$ cat src/rtl/edge_seq_pkg.sv
// Shared types for the edge-sequence monitor: event modes, FSM states and
// the per-step match helper.
package edge_seq_pkg;

  typedef enum logic [1:0] {
    RISE   = 2'b00,
    FALL   = 2'b01,
    ANY    = 2'b10,
    LVL_HI = 2'b11
  } edge_mode_t;

  typedef enum logic [1:0] {
    IDLE,
    RUN,
    DONE,
    FAIL
  } seq_state_t;

  localparam logic [1:0] MODE_RISE   = 2'b00;
  localparam logic [1:0] MODE_FALL   = 2'b01;
  localparam logic [1:0] MODE_ANY    = 2'b10;
  localparam logic [1:0] MODE_LVL_HI = 2'b11;

  function automatic logic mode_hit(input edge_mode_t mode, input logic rise,
                                    input logic fall, input logic any,
                                    input logic lvl);
    logic hit;
    hit = 1'b0;
    unique case (mode)
      RISE:   hit = rise;
      FALL:   hit = fall;
      ANY:    hit = any;
      LVL_HI: hit = lvl;
      default: hit = 1'b0;
    endcase
    return hit;
  endfunction

endpackage

$ cat src/rtl/edge_seq_monitor_edge_det.sv
// Per-channel edge detector; edges are suppressed until one valid previous
// sample exists after reset.
module edge_det #(
  parameter int N_CH = 4
) (
  input  logic            clk,
  input  logic            rst_n,
  input  logic [N_CH-1:0] sig,
  output logic [N_CH-1:0] rise,
  output logic [N_CH-1:0] fall,
  output logic [N_CH-1:0] any
);

  logic [N_CH-1:0] prev;
  logic            prev_vld;

  always_ff @(posedge clk) begin
    if (!rst_n) begin
      prev     <= '0;
      prev_vld <= 1'b0;
    end else begin
      prev     <= sig;
      prev_vld <= 1'b1;
    end
  end

  always_comb begin
    rise = {N_CH{prev_vld}} & ~prev & sig;
    fall = {N_CH{prev_vld}} & prev & ~sig;
    any  = rise | fall;
  end

endmodule

$ cat src/rtl/edge_seq_monitor.sv
// Ordered edge/level event checker with per-step snapshot capture and
// inter-event timeout.
module edge_seq_monitor
  import edge_seq_pkg::*;
#(
  parameter int N_CH  = 4,
  parameter int DEPTH = 8,
  parameter int TO_W  = 16,
  localparam int AW = $clog2(DEPTH),
  localparam int LW = $clog2(DEPTH + 1),
  localparam int CW = (N_CH > 1) ? $clog2(N_CH) : 1
) (
  input  logic               clk,
  input  logic               rst_n,
  input  logic [N_CH-1:0]    sig_i,
  input  logic               prog_we,
  input  logic [AW-1:0]      prog_addr,
  input  logic [CW-1:0]      prog_ch,
  input  logic [1:0]         prog_mode,
  input  logic [LW-1:0]      prog_len,
  input  logic [TO_W-1:0]    timeout_i,
  input  logic               start,
  input  logic               abort,
  output logic               busy,
  output logic               done,
  output logic               fail,
  output logic [LW-1:0]      step,
  input  logic [AW-1:0]      cap_addr,
  output logic [N_CH+TO_W-1:0] cap_rdata
);

  seq_state_t state, state_nxt;
  logic [LW-1:0]   step_nxt, step_inc, len_q, len_nxt;
  logic [TO_W-1:0] delta, delta_nxt, d_inc, to_q, to_nxt;
  logic [N_CH-1:0] rise, fall, any;
  logic [CW-1:0]   cur_ch;
  edge_mode_t      cur_mode;
  logic            hit, cap_we;

  logic [CW-1:0]         prog_ch_mem   [DEPTH];
  edge_mode_t            prog_mode_mem [DEPTH];
  logic [N_CH+TO_W-1:0]  cap_mem       [DEPTH];

  edge_det #(.N_CH(N_CH)) u_edge_det (
    .clk   (clk),
    .rst_n (rst_n),
    .sig   (sig_i),
    .rise  (rise),
    .fall  (fall),
    .any   (any)
  );

  always_ff @(posedge clk) begin
    if (prog_we && state != RUN) begin
      prog_ch_mem[prog_addr]   <= prog_ch;
      prog_mode_mem[prog_addr] <= edge_mode_t'(prog_mode);
    end
  end

  // step < len <= DEPTH while in RUN, so the low AW bits index the step
  always_comb begin
    cur_ch   = prog_ch_mem[step[AW-1:0]];
    cur_mode = prog_mode_mem[step[AW-1:0]];
    hit      = mode_hit(cur_mode, rise[cur_ch], fall[cur_ch], any[cur_ch],
                        sig_i[cur_ch]);
    step_inc = step + LW'(1);
    d_inc    = (delta == '1) ? delta : delta + TO_W'(1);
  end

  always_comb begin
    state_nxt = state;
    step_nxt  = step;
    delta_nxt = delta;
    len_nxt   = len_q;
    to_nxt    = to_q;
    cap_we    = 1'b0;
    if (abort) begin
      state_nxt = IDLE;
    end else begin
      unique case (state)
        RUN: begin
          if (hit) begin
            cap_we    = 1'b1;
            step_nxt  = step_inc;
            delta_nxt = '0;
            if (step_inc == len_q) state_nxt = DONE;
          end else begin
            delta_nxt = d_inc;
            if (to_q != '0 && d_inc == to_q) state_nxt = FAIL;
          end
        end
        default: begin
          if (start && prog_len != '0) begin
            state_nxt = RUN;
            step_nxt  = '0;
            delta_nxt = '0;
            len_nxt   = prog_len;
            to_nxt    = timeout_i;
          end
        end
      endcase
    end
  end

  always_ff @(posedge clk) begin
    if (!rst_n) begin
      state <= IDLE;
      step  <= '0;
      delta <= '0;
      len_q <= '0;
      to_q  <= '0;
    end else begin
      state <= state_nxt;
      step  <= step_nxt;
      delta <= delta_nxt;
      len_q <= len_nxt;
      to_q  <= to_nxt;
    end
  end

  always_ff @(posedge clk) begin
    if (cap_we) cap_mem[step[AW-1:0]] <= {d_inc, sig_i};
  end

  always_ff @(posedge clk) begin
    if (!rst_n) cap_rdata <= '0;
    else        cap_rdata <= cap_mem[cap_addr];
  end

  always_comb begin
    busy = (state == RUN);
    done = (state == DONE);
    fail = (state == FAIL);
  end

endmodule

$ cat config.mk
export PLATFORM = sky130hd
export DESIGN_NAME = edge_seq_monitor
export DESIGN_NICKNAME = d
export VERILOG_FILES = /design/src/rtl/edge_seq_pkg.sv /design/src/rtl/edge_seq_monitor_edge_det.sv /design/src/rtl/edge_seq_monitor.sv
export SDC_FILE = /design/constraint.sdc
export NUM_CORES = 1
export LEC_CHECK = 0
export BUFFER_PORTS_ARGS = -buffer_cell sky130_fd_sc_hd__buf_2
export CAP_MARGIN = 20
export CORE_ASPECT_RATIO = 1.25
export CORE_UTILIZATION = 50
export CTS_CLUSTER_SIZE = 20
export DETAILED_ROUTE_END_ITERATION = 6
export GPL_ROUTABILITY_DRIVEN = 1
export PLACE_DENSITY = 0.76
export SLEW_MARGIN = 20
export SYNTH_ARGS = -nofsm -noshare
export SYNTH_HDL_FRONTEND = slang
export SYNTH_SLANG_ARGS = --single-unit
$ cat constraint.sdc
create_clock -name clk -period 4.4 [get_ports clk]
set_input_delay 0.22 -clock clk [delete_from_list [all_inputs] [get_ports clk]]
set_output_delay 0.22 -clock clk [all_outputs]
set_load 0.01 [all_outputs]
After elaboration in Yosys (flattened, before gate mapping)
Memories as Yosys holds them, arrays and structs flattened. A register that Yosys moved wholly into a read port is not among the register bits.
Cells that the tools add are included.
{"block": "classes", "n_reduce_logical": 13, "mux": 33, "add_sub_neg": 2, "order_cmp": 1, "n_eq_ne": 13, "n_bitwise": 10}
{"cell": "$mux 16", "n": 4}
{"cell": "$add 16x1->16 const B", "n": 1}
{"cell": "$and 4x4->4", "n": 4}
{"cell": "$eq 16x16->1", "n": 1}
{"cell": "$eq 16x16->1 const B", "n": 1}
{"cell": "$reduce_bool 16->1", "n": 1}
{"cell": "$mux 1", "n": 12}
{"cell": "$mux 3", "n": 4}
{"cell": "$mux 4", "n": 3}
{"cell": "$mux 2", "n": 5}
{"cell": "$reduce_and 3->1", "n": 3}
{"cell": "$bmux 1 s2", "n": 4}
{"cell": "$eq 2x2->1 const B", "n": 4}
{"cell": "$not 4->4", "n": 2}
{"cell": "$add 4x1->4 const B", "n": 1}
{"cell": "$eq 2x1->1 const B", "n": 2}
{"cell": "$eq 4x4->1", "n": 1}
{"cell": "$ne 2x1->1 const B", "n": 2}
{"cell": "$or 4x4->4", "n": 1}
{"cell": "$pmux 1 s4", "n": 1}
{"cell": "$reduce_bool 4->1", "n": 1}
{"cell": "$logic_and 1x1->1", "n": 3}
{"cell": "$lt 2x3->1 const B", "n": 1}
{"cell": "$ne 3x1->1 const B", "n": 1}
{"cell": "other kinds (7)", "n": 9}
{"block": "word_totals", "elab_cells": 82, "regBits": 47, "ramBits": 192, "out_inout_bits": 27, "memories": 3, "inputBits": 39}
{"name": "cap_mem", "words": 8, "word_bits": 20, "read_ports": 1, "rd_ports_with_merged_regs": 1, "write_ports": 1, "line_no": "edge_seq_monitor.sv:42", "source": "logic [N_CH+TO_W-1:0] cap_mem [DEPTH];"}
{"name": "prog_ch_mem", "words": 8, "word_bits": 2, "read_ports": 1, "rd_ports_with_merged_regs": 1, "write_ports": 1, "line_no": "edge_seq_monitor.sv:40", "source": "logic [CW-1:0] prog_ch_mem [DEPTH];"}
{"name": "prog_mode_mem", "words": 8, "word_bits": 2, "read_ports": 1, "rd_ports_with_merged_regs": 1, "write_ports": 1, "line_no": "edge_seq_monitor.sv:41", "source": "edge_mode_t prog_mode_mem [DEPTH];"}

Logic depth before layout (Yosys ltp)
Gate-level depths: netlist (run 1).
{"block": "depth", "word_depth": 12, "depth_mapped": 11, "depth_no_buf": 9}

Modules after synthesis
A second synthesis (run 1) with hierarchy kept.
{"block": "unflattened", "cells_unflattened": 732, "hier_area_um2": 10938.0}
{"module": "edge_seq_monitor", "area_each_um2": 10669.0, "instances": 1, "cells_per_inst": 706}
{"module": "edge_det", "area_each_um2": 269.0, "instances": 1, "cells_per_inst": 26}

Least setup slack after synthesis (run 1)
Ideal clock, no wire load.
{"block": "synth_timing", "path_kind": "register to register", "startpoint": "register (tool-made name)", "endpoint": "memory cap_mem[7][0] (netlist bit), enable pin", "setup_ns": 0.448, "arrival_time_ns": 4.067, "required_ns": 3.952, "stages_incl_launch_ff": 10, "setup_slack_ns": -0.115, "n_path_buf": 2, "cell_sequence": "dfxtp_1 -> buf_2 -> mux4_2 -> mux2i_1 -> and2_1 -> a221o_1 -> o31ai_1 -> a211o_4 -> buf_2 -> nor4_1"}
{"item": "end, declared", "line_no": "edge_seq_monitor.sv:42"}

==> results of run 1 <==
worst max path at each step:
stage	end	slack [ps]	depth (start not counted)
after floorplan	cap_mem[7][0]	710	9
after global placement	cap_mem[2][5]	1030	9
after detailed placement	cap_mem[2][8]	940	9
after CTS	cap_mem[2][0]	880	9
after global routing	cap_mem[2][12]	640	9
final	cap_mem[2][19]	940	9
cells in the mapped netlist (16+ instances only):
cell type and count:
mux2i_1 34, xor2_1 16, nor2b_1 16, mux4_2 47
nand2_1 62, a21boi_0 17, clkbuf_1 22, dfxtp_1 70
nor2_1 34, edfxtp_1 192, nor3_1 17
power by group through the flow:
stage | Combinational [uW] | Clock [uW] | Sequential, uW
floorplan | 144 | 0 | 2730
global placement | 216 | 0 | 2720
detailed placement | 218 | 0 | 2720
CTS | 235 | 2170 | 2670
global route | 258 | 2270 | 2670
finish | 234 | 2130 | 2670
what timing repair did:
item	4_1_cts	5_1_grt
endpoints found under the hold margin	52	0
hold buffers	24	0
endpoints found under the setup margin	0	0
per-stage QoR:
step | util [%] | total power, uW | setup WS (ps)
6_report | 59.4 | 5040 | 938
5_1_grt | 59.4 | 5210 | 639
4_1_cts | 59.3 | 5080 | 878
3_5_place_dp | 54.2 | 2940 | 941
3_3_place_gp | 54.2 | 2940 | 1030
2_1_floorplan | - | 2870 | 708
layout make-up:
class	count	share of cell area [%]
clock buffers	35	5.91
clock inverters	12	0.804
inverters	7	0.211
multi-input cells	405	27.5
flip-flops and latches	262	57.5
well taps	274	2.75
repair buffers	101	5.26
per-layer routing:
metal | vias up | part of all wire, % | GRT usage, %
met5 | - | 0 | 0
met4 | 0 | 2.9 | 6.77
met3 | 48 | 4.7 | 2.69
met2 | 184 | 51 | 34.1
met1 | 3083 | 41 | 25.7
li1 | 2930 | - | -
worst register-to-register path: stages, from the launching register on:
cell and delay, ps:
dfxtp_1 650, mux2i_1 150, mux4_2 630, mux2i_1 200, a221o_1 170, o31ai_1 70
a211o_4 410, nor4_2 310, and3b_1 220, buf_4 310
layout by cell type, fill, tap and decap left out, types with 12 or more instances in the layout:
cell type / count
mux2i_1: 34
clkbuf_16: 27
dfxtp_1: 70
buf_4: 12
xnor2_1: 14
buf_2: 65
nor2_1: 34
nand3_1: 12
nand2b_1: 14
edfxtp_1: 192
dlygate4sd3_1: 24
nor3_1: 16
a21boi_0: 17
xor2_1: 16
nand2_1: 62
nor2b_1: 16
mux4_2: 47
state kept, by name (all words and copies together) (netlist names), named ones only:
signal / count
cap_mem: 160
cap_rdata: 20
delta: 16
len_q: 4
prog_ch_mem: 16
prog_mode_mem: 16
state: 2
step: 4
to_q: 16
u_edge_det.prev: 4
u_edge_det.prev_vld: 1
kinds of logic after synthesis:
family / after synthesis / share of synthesized area [%]
adder cells (fa/ha/maj): 2 / 0.232
AND/OR/NAND/NOR: 212 / 10.2
XOR/XNOR: 30 / 2.44
flip-flops: 262 / 66.6
buffers and inverters: 45 / 1.86
AO/OA/AOI/OAI: 79 / 5.60
multiplexers: 82 / 13.1
==> qor.csv, run 1 <==
metric;value;unit
period_share;78.7;%
regArea;0.00717;sq mm
die-area;0.0221;sq mm
hp-start;sig_i[0];
hpwl;13300;um
fp.dieH;166;um
crit_path_max_incr_delay;650;ps
cts_buffers;26;
cp_cell_sequence;mux2i_1 > mux4_2 > mux2i_1 > a221o_1 > o31ai_1 > a211o_4 > nor4_2 > and3b_1 > buf_4;
fin_crit;3460;ps
fill_cells;1577;
p_sw;1040;uW
final-setup-viol-count;0;
port_buffers;65;
grt_setup_unrepaired;no;
chipWidth;133;um
area_growth;15.7;%
first_global_vias;6305;
cp.required;4590;ps
cp_num_buf_inv;1;
ir_drop;306;uV
worst-setup-path-type;reg -> reg;
finalMaxSlewViolations;0;
worstSkewPairLatency;530;ps
maxCapViolCount;0;
cts.path.max_buffers;3;
hold_violations;0;
synthCells;712;
synth-seq-cells;262;
ios;66;
crit_path_end_kind;flop;
power_density;404;mW/mm^2
crit_fanout;24;
yosysTopAreaCell;edfxtp_1;
instances_no_fill;1096;
crit_family;multiplexers;
grt_max_degree;41;
max-slew-margin-rel;28.6;%
whs_path_depth;1;
cts_resized;0;
r2r_cells;9;
drc_errors;0;
tightestPinTransition;1060;ps
power_frac_comb;4.6;%
avgSynthCellArea;15.1;sq um
synth_flop_cell;edfxtp_1;
gp_congestion;0.946;
drt-total-wl;21100;um
root_buffer;clkbuf_16;
globalRouteOverflowTotal;0;
antenna_cells;0;
postCtsSetupBuffers;0;
crit_path_start_kind;flop;
grt_pass1_wl;33800;um
start_util;51.3;%
grtUsageTotal;19.8;%
core-area;0.0210;sq mm
final_nets;844;
fin_area;0.0125;sq mm
multi_input_area;0.00343;sq mm
async_flop_share;0;%
viasPerCell;5.70;
netlist-cell-type-count;61;
netSwitchingFraction;20.6;%
hold_end;cap_mem[1][0];
cp_slowest_cell;dfxtp_1;
antenna_found_initial;0;
r2r_slack;940;ps
detailed_place.area;0.0114;sq mm
htreeDepth;1;
p_leak;0.00441;uW
cts_tree;yes;
tns;0;ps
outcome;completed;
synth.area.top_cells;edfxtp_1 54%, dfxtp_1 13%, mux4_2 9.8%;
vias;6245;
synth_warnings;0;
syn_nets;753;
worstHoldPathType;in -> reg;
p_int;4000;uW
seqPwrFrac;53.1;%
syn_area;0.0108;sq mm
ant_nets;0;
yosys.area.top_type_share;53.6;%
drive_above_1_share;21.8;%
clockPowerShare;42.3;%
drt_first_pass_iters;7;
clock_skew;14.5;ps
clk_pin_slew;60;ps
arrival;3650;ps
cts_sinks;262;
r2r_end;cap_mem[2][19];
rows;59;
fmax;289;MHz
place_inst;1025;
synth_edf_count;192;
wl_per_cell;19.3;um
synth_seq_area_share;66.6;%
hold_slack;53.5;ps
worst_path_most_repeated_cell;mux2i_1;
drt_iter0_markers;492;
Note: power is estimated with default switching activity, not from simulation.
==> inputs of run 2 (changes only) <==
Settings changed: ABC_AREA from default to 1, PLACE_DENSITY 0.76 to 0.74.
Clock period 4.4 ns to 3.2 ns, I/O delays scaled along.
==> run 2 against run 1 <==
Against the previous run: critical path depth increased by 4; utilization fell by 0.39 points; largest power group unchanged; area after synthesis is 1.9% higher; non-clock buffer count is 15 higher; hold slack lost 33 ps; clock-buffer cell count grew 2; cell count is 34% higher; setup slack got worse by 560 ps; register-to-register slack worse by 560 ps; final area increased by 2.1%; combinational power grew 86%.
==> qor.csv, run 2 <==
metric;value;unit
outcome;completed;
htreeDepth;1;
yosysTopAreaCell;edfxtp_1;
hpwl;14800;um
root_buffer;clkbuf_16;
finalPower;6940;uW
max-slew-margin-rel;46.5;%
synth_top_family_by_area;simple AND/OR/NAND/NOR gates;
hold_end;u_edge_det.prev[2];
crit_path_start_kind;flop;
yosys-top-cells-count;199 x nor2_1, 192 x edfxtp_1, 163 x nand2_1, 125 x o21ai_0, 70 x dfxtp_1;
fill_cells;1750;
met2_usage;36.3;%
crit_path_end_kind;flop;
rows;60;
maxCapViolCount;0;
postCtsSetupBuffers;0;
cp_slowest_cell;dfxtp_1;
layout_commonest_cell;nor2_1;
ios;66;
cts_tree;yes;
largest_reg_flops;160;
cts.path.max_buffers;3;
detailed_place.area;0.0117;sq mm
crit_fanout;20;
regArea;0.00717;sq mm
grt_use_met1;27.6;%
r2r_end;cap_mem[0][15];
area_growth;16.0;%
grt_max_degree;81;
synth_fa_ha_area_share;0.228;%
synth-seq-cells;262;
multi_input_area;0.00334;sq mm
r2r_cells;13;
ir_drop;652;uV
whs_path_depth;3;
globalRouteOverflowTotal;0;
fmax;354;MHz
place_inst;1397;
tns;0;ps
final_nets;1213;
worst_path_most_repeated_cell;nand3_1;
synthCells;1079;
hold_violations;0;
final_core_util;59.0;%
cp_cell_sequence;inv_2 > nand3_1 > nand3_2 > nand2_4 > nand2_1 > nand3_1 > nand3_1 > nand4_4 > nor2_8 > nor2_4 > nand3_2 > nor3_2 > buf_4;
fin_area;0.0127;sq mm
wl_per_cell;15.8;um
avgSynthCellArea;10.2;sq um
syn_nets;1120;
clock_skew;10.7;ps
worstSkewPairLatency;510;ps
synth_flop_cell;edfxtp_1;
crit_path_max_incr_delay;510;ps
worst-setup-path-type;reg -> reg;
p_leak;0.00472;uW
finalMaxSlewViolations;0;
yosys.area.top_type_share;52.6;%
crit_family;simple AND/OR/NAND/NOR gates;
hp-start;sig_i[2];
cp.required;3380;ps
drive_above_1_share;13.0;%
ant_nets;0;
synth.area.top_cells;edfxtp_1 53%, dfxtp_1 13%, nor2_1 6.8%;
cts_buffers;25;
busiest_layer;met2;
synthSimpleGateAreaFrac;18.6;%
syn_area;0.0110;sq mm
synth-compound-area-share;10.2;%
r2r_slack;380;ps
drt-total-wl;23200;um
netlist-cell-type-count;39;
tightestPinTransition;803;ps
port_buffers;65;
arrival;3000;ps
synth_mux_area_share;0;%
synth_warnings;0;
synth_xor_xnor_area_share;1.12;%
final-setup-viol-count;0;
async_flop_share;0;%
antenna_found_initial;0;
synth_most_common_cell;nor2_1;
chipWidth;134;um
most-common-layout-cells;196 x nor2_1, 192 x edfxtp_1, 163 x nand2_1, 125 x o21ai_0, 69 x dfxtp_1;
grt_pass1_wl;37600;um
clk_pin_slew;60;ps
drt_iter0_markers;554;
gp_congestion;0.876;
synth_seq_area_share;65.4;%
viasPerCell;5.36;
grtUsageTotal;21.2;%
first_global_vias;7495;
start_util;50.9;%
fp.dieH;168;um
grtUsageMet3;2.45;%
cp_num_buf_inv;2;
vias;7872;
drc_errors;0;
drt_first_pass_iters;5;
synth_edf_count;192;
die-area;0.0225;sq mm
power_density;546;mW/mm^2
instances_no_fill;1469;
antenna_cells;0;
fin_crit;2820;ps
worstHoldPathType;in -> reg;
cts_sinks;262;
core-area;0.0215;sq mm
period_share;88.3;%
grt_setup_unrepaired;no;
run 2: changes by cell type after synthesis, moves of 26 or more:
cell	previous run	this run
a21oi_1	9	35
inv_1	6	65
mux2i_1	34	0
mux4_2	47	0
nand2_1	62	163
nand3_1	12	64
nor2_1	34	199
o21ai_0	5	125
run 2: worst register-to-register path, cell delays in order, from the launching register on:
cell	delay, ps
dfxtp_1	510
inv_2	150
nand3_1	120
nand3_2	190
nand2_4	180
nand2_1	60
nand3_1	70
nand3_1	140
nand4_4	190
nor2_8	90
nor2_4	140
nand3_2	160
nor3_2	150
buf_4	330
run 2: cells by family after synthesis:
group	count (synthesis)
simple gates	469
flops	262
compound gates	211
buf+inv	121
xor+xnor	14
fa+ha+maj	2
run 2: worst max-delay path by stage:
stage | startpoint | to | slack (ps) | depth (start not counted)
after floorplan | flop | cap_mem[1][0] | -640 | 13
after global placement | flop | cap_mem[0][13] | 350 | 15
after detailed placement | flop | cap_mem[0][19] | 270 | 13
after CTS | flop | cap_mem[0][5] | 260 | 13
after global routing | flop | cap_mem[0][13] | 60 | 13
final | flop | cap_mem[0][15] | 380 | 13
run 2: final cells by class:
| class | count | area share, % |
|---|---|---|
| clock inverter | 8 | 0.699 |
| multi-input combinational | 696 | 26.2 |
| timing repair buffer | 116 | 6.40 |
| clock buffer | 37 | 5.43 |
| tap | 279 | 2.74 |
| inverter | 71 | 2.12 |
| sequential | 262 | 56.4 |
run 2: power breakdown:
part / switching, uW / internal (uW)
combinational: 275 / 161
clock: 1160 / 1650
sequential: 26.9 / 3670
total: 1460 / 5480
run 2: stage by stage:
step | setup slack, ps | hold slack, ps
after floorplan | -638 | 188
after global placement | 354 | 417
after detailed placement | 273 | 425
after CTS | 261 | 3.78
after global routing | 62.4 | 17.2
final | 376 | 20.4
run 2: what timing repair did:
| action | 4_1_cts | 5_1_grt |
|---|---|---|
| hold buffers | 26 | 1 |
| setup endpoints to repair | 0 | 20 |
| gates resized for setup | 0 | 1 |
| endpoints found under the hold margin | 55 | 1 |
run 2: metal layers:
metal  part of all wire [%]  wire [um]  vias up
met5                      0          0        -
met2                     49      11400      249
li1                       -          -     3900
met3                    5.5       1280       49
met4                    2.6        597        0
met1                     43       9960     3674
